**src/rtl/sparse_feeder_pkg.sv**
```systemverilog
// Shared types and constants for the sparse block feeder.
// Latency: n/a (types and constants only).
// Backpressure: n/a.
package sparse_feeder_pkg;

  typedef enum logic [1:0] {
    IDLE   = 2'd0,
    LOAD_W = 2'd1,
    STREAM = 2'd2
  } feeder_state_e;

  // Cycles from a buffer read strobe to its data appearing on rd_data.
  localparam int RD_LAT = 1;

endpackage

```
**src/rtl/feeder_rd_align.sv**
```systemverilog
// Aligns buffer read strobes with returning data and presents them to the array.
// Latency: RD_LAT cycles from rd_en to load_weight/block_valid; data passes through combinationally.
// Backpressure: none; the array must accept every presented row/vector.
//
// Ports:
//   clk, rst_n                  clock, async active-low reset
//   wgt_rd_en, wgt_rd_data      weight strobe and the buffer's returned row
//   act_rd_en, act_rd_data      activation strobe and the buffer's returned vector
//   load_weight, b_in_flat      weight row to the array (zero when not loading)
//   block_valid, a_in_flat      activation vector to the array (zero when not valid)
module feeder_rd_align
  import sparse_feeder_pkg::*;
#(
  parameter int N_ROWS = 16,
  parameter int N_COLS = 16,
  parameter int DATA_W = 8
) (
  input  logic                     clk,
  input  logic                     rst_n,
  input  logic                     wgt_rd_en,
  input  logic [N_COLS*DATA_W-1:0] wgt_rd_data,
  input  logic                     act_rd_en,
  input  logic [N_ROWS*DATA_W-1:0] act_rd_data,
  output logic                     load_weight,
  output logic [N_COLS*DATA_W-1:0] b_in_flat,
  output logic                     block_valid,
  output logic [N_ROWS*DATA_W-1:0] a_in_flat
);

  // Strobe delay lines; the oldest stage marks the cycle the buffer data is valid.
  logic [RD_LAT-1:0] wgt_pipe;
  logic [RD_LAT-1:0] act_pipe;

  always_ff @(posedge clk or negedge rst_n) begin
    if (!rst_n) begin
      wgt_pipe <= '0;
      act_pipe <= '0;
    end else begin
      wgt_pipe[0] <= wgt_rd_en;
      act_pipe[0] <= act_rd_en;
      for (int i = 1; i < RD_LAT; i++) begin
        wgt_pipe[i] <= wgt_pipe[i-1];
        act_pipe[i] <= act_pipe[i-1];
      end
    end
  end

  assign load_weight = wgt_pipe[RD_LAT-1];
  assign block_valid = act_pipe[RD_LAT-1];

  // The buffers return garbage between reads; force the array inputs to zero then.
  assign b_in_flat = load_weight ? wgt_rd_data : '0;
  assign a_in_flat = block_valid ? act_rd_data : '0;

endmodule

```
**src/rtl/sparse_block_feeder.sv**
```systemverilog
// Streams weight rows then activation vectors of each nonzero block into the systolic array; zero blocks retire in one cycle.
// Latency: nonzero block occupies 1+N_ROWS+K_STEPS cycles, array sees data RD_LAT after each read; zero block 1 cycle.
// Backpressure: blk_ready is high only in IDLE; downstream array cannot stall the feeder.
//
// Ports:
//   clk, rst_n                                   clock, async active-low reset
//   blk_valid/blk_ready, blk_zero, blk_last,
//   blk_wgt_base, blk_act_base                   block descriptor handshake from the scheduler
//   wgt_rd_en/addr/data, act_rd_en/addr/data     weight and activation buffer read ports
//   load_weight, b_in_flat, block_valid, a_in_flat   array input side
//   busy, tile_done, stat_active, stat_skipped   status and wrapping block counters
module sparse_block_feeder
  import sparse_feeder_pkg::*;
#(
  parameter int N_ROWS  = 16,
  parameter int N_COLS  = 16,
  parameter int DATA_W  = 8,
  parameter int K_STEPS = 16,
  parameter int ADDR_W  = 10
) (
  input  logic                     clk,
  input  logic                     rst_n,
  input  logic                     blk_valid,
  output logic                     blk_ready,
  input  logic                     blk_zero,
  input  logic                     blk_last,
  input  logic [ADDR_W-1:0]        blk_wgt_base,
  input  logic [ADDR_W-1:0]        blk_act_base,
  output logic                     wgt_rd_en,
  output logic [ADDR_W-1:0]        wgt_rd_addr,
  input  logic [N_COLS*DATA_W-1:0] wgt_rd_data,
  output logic                     act_rd_en,
  output logic [ADDR_W-1:0]        act_rd_addr,
  input  logic [N_ROWS*DATA_W-1:0] act_rd_data,
  output logic                     load_weight,
  output logic                     block_valid,
  output logic [N_COLS*DATA_W-1:0] b_in_flat,
  output logic [N_ROWS*DATA_W-1:0] a_in_flat,
  output logic                     busy,
  output logic                     tile_done,
  output logic [15:0]              stat_active,
  output logic [15:0]              stat_skipped
);

  localparam int ROW_W  = (N_ROWS  > 1) ? $clog2(N_ROWS)  : 1;
  localparam int STEP_W = (K_STEPS > 1) ? $clog2(K_STEPS) : 1;
  localparam logic [ROW_W-1:0]  ROW_LAST  = ROW_W'(N_ROWS - 1);
  localparam logic [STEP_W-1:0] STEP_LAST = STEP_W'(K_STEPS - 1);

  feeder_state_e state, state_nxt;

  logic [ROW_W-1:0]  row_cnt;
  logic [STEP_W-1:0] step_cnt;
  logic [ADDR_W-1:0] wgt_base;
  logic [ADDR_W-1:0] act_base;
  logic              last_q;
  logic              last_exit_q;
  logic              tile_done_q;
  logic              blk_fire;
  logic              row_end;
  logic              step_end;

  assign blk_fire = blk_valid && blk_ready;
  assign row_end  = (row_cnt == ROW_LAST);
  assign step_end = (step_cnt == STEP_LAST);

  always_ff @(posedge clk or negedge rst_n) begin
    if (!rst_n) state <= IDLE;
    else        state <= state_nxt;
  end

  always_comb begin
    state_nxt = state;
    blk_ready = 1'b0;
    wgt_rd_en = 1'b0;
    act_rd_en = 1'b0;
    case (state)
      IDLE: begin
        blk_ready = 1'b1;
        // Zero blocks are retired right here without leaving IDLE.
        if (blk_valid && !blk_zero) state_nxt = LOAD_W;
      end
      LOAD_W: begin
        wgt_rd_en = 1'b1;
        if (row_end) state_nxt = STREAM;
      end
      STREAM: begin
        act_rd_en = 1'b1;
        if (step_end) state_nxt = IDLE;
      end
      default: state_nxt = IDLE;
    endcase
  end

  // Addresses wrap naturally at 2^ADDR_W.
  assign wgt_rd_addr = wgt_base + ADDR_W'(row_cnt);
  assign act_rd_addr = act_base + ADDR_W'(step_cnt);

  always_ff @(posedge clk or negedge rst_n) begin
    if (!rst_n) begin
      row_cnt      <= '0;
      step_cnt     <= '0;
      wgt_base     <= '0;
      act_base     <= '0;
      last_q       <= 1'b0;
      last_exit_q  <= 1'b0;
      tile_done_q  <= 1'b0;
      stat_active  <= '0;
      stat_skipped <= '0;
    end else begin
      if (blk_fire && !blk_zero) begin
        wgt_base <= blk_wgt_base;
        act_base <= blk_act_base;
        last_q   <= blk_last;
        row_cnt  <= '0;
        step_cnt <= '0;
      end
      if (state == LOAD_W) row_cnt <= row_cnt + ROW_W'(1);
      if (state == STREAM) begin
        step_cnt <= step_cnt + STEP_W'(1);
        if (step_end) stat_active <= stat_active + 16'd1;
      end
      if (blk_fire && blk_zero) stat_skipped <= stat_skipped + 16'd1;
      // Active last block: one stage to cover the read latency, one more so the
      // pulse lands after the final block_valid.
      last_exit_q <= (state == STREAM) && step_end && last_q;
      tile_done_q <= last_exit_q || (blk_fire && blk_zero && blk_last);
    end
  end

  assign tile_done = tile_done_q;

  feeder_rd_align #(
    .N_ROWS (N_ROWS),
    .N_COLS (N_COLS),
    .DATA_W (DATA_W)
  ) u_rd_align (
    .clk         (clk),
    .rst_n       (rst_n),
    .wgt_rd_en   (wgt_rd_en),
    .wgt_rd_data (wgt_rd_data),
    .act_rd_en   (act_rd_en),
    .act_rd_data (act_rd_data),
    .load_weight (load_weight),
    .b_in_flat   (b_in_flat),
    .block_valid (block_valid),
    .a_in_flat   (a_in_flat)
  );

  // Busy covers the read pipe too, so it stays high through the last presented vector.
  assign busy = (state != IDLE) || load_weight || block_valid;

endmodule

```
**config.mk**
```make
export PLATFORM = sky130hd
export DESIGN_NAME = sparse_block_feeder
export DESIGN_NICKNAME = d
export VERILOG_FILES = /design/src/rtl/sparse_feeder_pkg.sv /design/src/rtl/feeder_rd_align.sv /design/src/rtl/sparse_block_feeder.sv
export SDC_FILE = /design/constraint.sdc
export NUM_CORES = 1
export LEC_CHECK = 0
export BUFFER_PORTS_ARGS = -buffer_cell sky130_fd_sc_hd__buf_4
export CAP_MARGIN = 10
export CORE_AREA = 2 2 228 230
export CTS_BUF_LIST = sky130_fd_sc_hd__clkbuf_16
export DETAILED_ROUTE_END_ITERATION = 6
export DIE_AREA = 0 0 230 232
export PLACE_DENSITY = 0.41
export SLEW_MARGIN = 20
export SYNTH_ARGS = -nofsm -noshare
export SYNTH_HDL_FRONTEND = slang
export SYNTH_SLANG_ARGS = --single-unit
export TNS_END_PERCENT = 50
```
**constraint.sdc**
```tcl
create_clock -name clk -period 3.3 [get_ports clk]
set_input_delay 0.66 -clock clk [delete_from_list [all_inputs] [get_ports clk]]
set_output_delay 0.66 -clock clk [all_outputs]
set_load 0.01 [all_outputs]
```
### Word-level counts from Yosys, hierarchy flattened

Index checks and enable logic that the tools add are counted.

* $add $sub $neg: 6
* eq/ne operators: 7
* multiplexer cells: 12
* reductions and logical operators: 17

Operator list (number)
* $mux 128: 2
* $add 16x1->16 const B: 2
* $add 10x4->10: 2
* $mux 4: 3
* $add 4x1->4 const B: 2
* $eq 4x4->1 const B: 2
* $logic_and 1x1->1: 7
* $mux 2: 3
* $ne 2x2->1 const B: 3
* $pmux 2 s3: 1
* $reduce_bool 2->1: 3
* $logic_or 1x1->1: 3
* $mux 1: 3
* $reduce_and 3->1: 1
* $eq 2x1->1 const B: 1
* $eq 2x2->1 const B: 1
* $logic_not 2->1: 1
* $reduce_and 2->1: 1
* $logic_not 1->1: 1

* register bits: 67
* input bits: 281
* output and inout bits: 315
* word-level logic and storage cells: 54

### Depth between registers and ports, before layout

* word-level depth: 6
* gate-level depth with buffers: 7
* gate-level depth less buffers: 7

### By module

From an unflattened synthesis, not the netlist that was laid out.

* cells, all modules: 616
* area total of the unflattened synthesis: 5171.2 sq um

Modules (own cells, without submodules)
* sparse_block_feeder: times used 1, cells an instance 330, area an instance 3211.8 sq um, seq. area each 1626.6 sq um
* feeder_rd_align: times used 1, cells an instance 286, area an instance 1959.4 sq um, seq. area each 50.0 sq um

### Worst setup path after synthesis

No wires, ideal clock.

* path type: register to output
* from: register row_cnt[0]
* to: output port wgt_rd_addr[6]
* arrival time: 1.621 ns
* data required time: 2.640 ns
* setup slack: 1.019 ns
* cell stages (with the launch flop): 8
* buffers on the path: 0
* cell sequence: dfrtp_1 > ha_1 > inv_1 > fa_1 > nor2b_1 > o21ai_1 > a21oi_1 > xor2_1

* cells in the longest elaborated chain, start to end: 1

Ends and longest elaborated chain
* from (decl): RTL line sparse_block_feeder.sv:52 `logic [ROW_W-1:0] row_cnt;`
* from (signal assigned): RTL line sparse_block_feeder.sv:118 `if (state == LOAD_W) row_cnt <= row_cnt + ROW_W'(1);`
* $add 10x4->10: RTL line sparse_block_feeder.sv:96 `assign wgt_rd_addr = wgt_base + ADDR_W'(row_cnt);`
* to (decl): RTL line sparse_block_feeder.sv:30 `output logic [ADDR_W-1:0] wgt_rd_addr,`

Every way passes these cells.

### Final worst setup path

* from: register row_cnt[0]
* to: output port wgt_rd_addr[8]

The elaborated chain is that of the path after synthesis.

==> impl_results.md <==
- I/O Buffers: approximately 600
- Comb pwr share: 0.588
- Row Count: slightly above 80
- First-pass GRT wire length: 51.8 mm
- Number of global-route vias before repair: between 6000 and 7000
- Number of remaining DRC errors: 0
- Crit path capture type: output pin
- Core box area: about 51000 um^2
- DIE WIDTH: between 200 and 250 um
- Worst setup path startpoint: row_cnt[0]
- Worst Skew: around 0.0046 ns
- Power per standard cell area: between 500 and 600 nW/um^2
- Chip height: between 200 and 250 um
- Vias: 6481
- DRT antenna net count: 0
- WHS Path Cells: 1
- Reg2reg end: stat_active[1]
- Overall power: between 5 and 6 mW
- Worst-path fanout max: 5
- Synthesized cell area: around 5000 um^2
- Area grow syn2layout: 112%
- Ys Warns: 0
- Seq cells post-synth: 67
- WP data required: about 2.6 ns
- Later-pin clock latency in the skew report: ~0.34 ns
- RSZ-0062 raised after global routing: false
- Status: complete, no violations
- Nets: about 1400
- GRT Residual Overflow: 0
- Slowest library cell on the worst path: dfrtp_1
- Boundary Pins: around 600
- CTS sink count: 67
- CP startpoint kind: flop
- Internal: ~3.3 mW
- Flop pwr share: 0.242
- Max-Slew Margin vs Limit: 0.388
- Setup bufs post-CTS: 0
- Initial DRC Count: approximately 280
- Setup_tns: 0 ns
- Gpl congestion: 0.931
- Commonest cells after routing, fill and taps aside: buf_4 (601), and2_1 (257), dfrtp_1 (65)
- Clk pwr share: 0.170
- Min-Delay Endpoint: tile_done
- Hold_sp: last_exit_q
- Share of post-route cells with drive strength above 1: 0.538
- FILL cells: 5724
- Tmin final: between 2 and 3 ns
- Drt first pass iters: 4
- R2R depth: 4
- Post-synth top area share: 0.338
- Initial antenna violation count: 48
- Synth Area per Inst: just under 9 um^2
- Leakage power: between 5 and 6 nW
- Critical path class: flop to output pin
- Clock transition at the registers of the reported paths: around 0.060 ns
- Routed vias/inst: ~3.5
- Detailed Route WL: 39.8 mm
- CTS tree: built
- Max-slew violations: 0
- Hold crit path type: flop to flop
- Synth Instances: roughly 570
- Worst R2R Start: step_cnt[0]
- Detailed placement HPWL: around 36 mm
- Net Switching: approximately 2.2 mW
- Data arrival, critical path: about 2.3 ns
- Worst Max-Slew Pin Slew: 0.918 ns
- Fin area: ~11000 um^2
- Synth cell types: 34
- TritonCTS buffer count: 9
- Root Buffer: clkbuf_16
- Max Freq: ~340 MHz
- H-tree depth: 3
- Worst path max stage delay: 0.42 ns
- Final setup fails: 0
- GRT Total Usage: 0.141
- Wire per inst: approximately 22 um
- Cell Area, Placed: just over 10000 um^2
- Peak supply drop: around 0.44 mV
- Synth Net Count: 868
- Max-capacitance violation count: 0
- Sequential area share after synthesis: 0.338
- Starting Density: 0.0975
- Switching share of power: 0.402
- Fin crit share: 0.888
- Hold buffers post-CTS: 0
- Ranking of synthesized cells by area: dfrtp_1 (34%), and2_1 (32%), xnor2_1 (4.9%)
- Area of the die: around 53000 um^2
- Crit-path cells: ha_1 > inv_1 > fa_1 > nor2b_1 > o21ai_1 > a21oi_1 > xor2_1 > buf_4
- Most common cell after layout, fill and taps aside: buf_4
- Final hold viol count: 0
- Largest net degree at the start of global routing: 94
- Slack of the worst reg-to-reg path: 1.45 ns
- Synth area leader: dfrtp_1
- PostCTS Resize Cnt: 0
- Max Root-Sink Buffers: 2
-- synthesized netlist by cell type --
library cell  number
and2_1           257
dfrtp_1           67
nand2_1           33
clkbuf_1          28
xnor2_1           28
mux2_1            21
xor2_1            20
nor2_1            13
ha_1              12
inv_1             11
nand3_1           11
nand4_1           10
o21ai_1            9
a21oi_1            6
and3_1             6
o21ai_0            5
a21o_1             4
buf_2              4
and4_1             3
a211oi_1           2
fa_1               2
inv_2              2
nand2b_1           2
nand4b_1           2
nor2b_1            2
nor3_1             2
nor4_2             2
o22ai_1            2
o31ai_1            2
mux2_2             1
nor3_2             1
nor4b_2            1
nor4bb_1           1
or2_1              1
-- worst max-delay path by stage --
stage,to,depth (start not counted)
after CTS,wgt_rd_addr[8],8
after floorplan,wgt_rd_addr[6],7
after global routing,wgt_rd_addr[8],8
after detailed placement,wgt_rd_addr[6],8
final,wgt_rd_addr[8],8
after global placement,wgt_rd_addr[6],8
-- stage by stage --
stage,instances,worst slack [ns],hold slack (ns),utilization
final,1840,0.370,0.432,0.207
after CTS,1839,0.337,0.432,0.207
after global placement,1823,0.795,0.422,0.201
after detailed placement,1823,0.786,0.416,0.201
after floorplan,573,1.02,0.364,-
after global routing,1840,0.189,0.472,0.207
-- power by group through the flow --
| stage | Combinational (mW) | Sequential [mW] | Clock [mW] |
|---|---|---|---|
| global route | 3.49 | 1.38 | 1.01 |
| CTS | 3.30 | 1.33 | 0.970 |
| floorplan | 1.48 | 1.22 | 0 |
| global placement | 3.28 | 1.34 | 0 |
| detailed placement | 3.27 | 1.35 | 0 |
| finish | 3.22 | 1.32 | 0.932 |
-- critical path: cells and delay by family (launching register included) --
family	cells	cell delay (ns)
simple gates	1	0.15
compound gates	2	0.33
flops	1	0.42
fa+ha+maj	2	0.64
buf+inv	2	0.22
xor+xnor	1	0.17
-- flip-flops by register name, indices dropped and copies added (netlist names) --
| register | cells |
|---|---|
| stat_active | 16 |
| stat_skipped | 16 |
| act_base | 10 |
| u_rd_align.block_valid | 1 |
| last_exit_q | 1 |
| tile_done | 1 |
| step_cnt | 4 |
| last_q | 1 |
| u_rd_align.load_weight | 1 |
| state | 2 |
| row_cnt | 4 |
| wgt_base | 10 |
-- per-layer routing --
metal	part of all wire	GRT usage	up-vias
met5	0.00053	0	-
met2	0.56	0.284	355
met4	0.028	0.0274	4
met3	0.073	0.0362	106
li1	-	-	2994
met1	0.34	0.145	3022
-- cell families (layout without fill, tap and decap cells) --
| kind of cell | count (synthesis) | after routing | synth area share |
|---|---|---|---|
| AOI/OAI and AO/OA | 30 | 30 | 0.0348 |
| xor gates and xnor gates | 48 | 48 | 0.0847 |
| adders and majority gates | 14 | 14 | 0.0383 |
| buffers and inverters | 45 | 631 | 0.0350 |
| DFF | 67 | 67 | 0.338 |
| muxes | 22 | 22 | 0.0499 |
| other | 0 | 1 | 0 |
| and+or+nand+nor | 347 | 347 | 0.419 |
-- layout make-up --
cell class / count / area (um^2) / share of cell area
timing repair buffer: 602 / 4530 / 0.431
clock inverter: 7 / 55.1 / 0.00523
sequential: 67 / 1680 / 0.160
inverter: 13 / 48.8 / 0.00464
clock buffer: 9 / 225 / 0.0214
multi-input combinational: 461 / 3130 / 0.297
tap: 680 / 851 / 0.0809
antenna: 1 / 2.50 / 0.000238
Power figures use the tool's default switching activity.
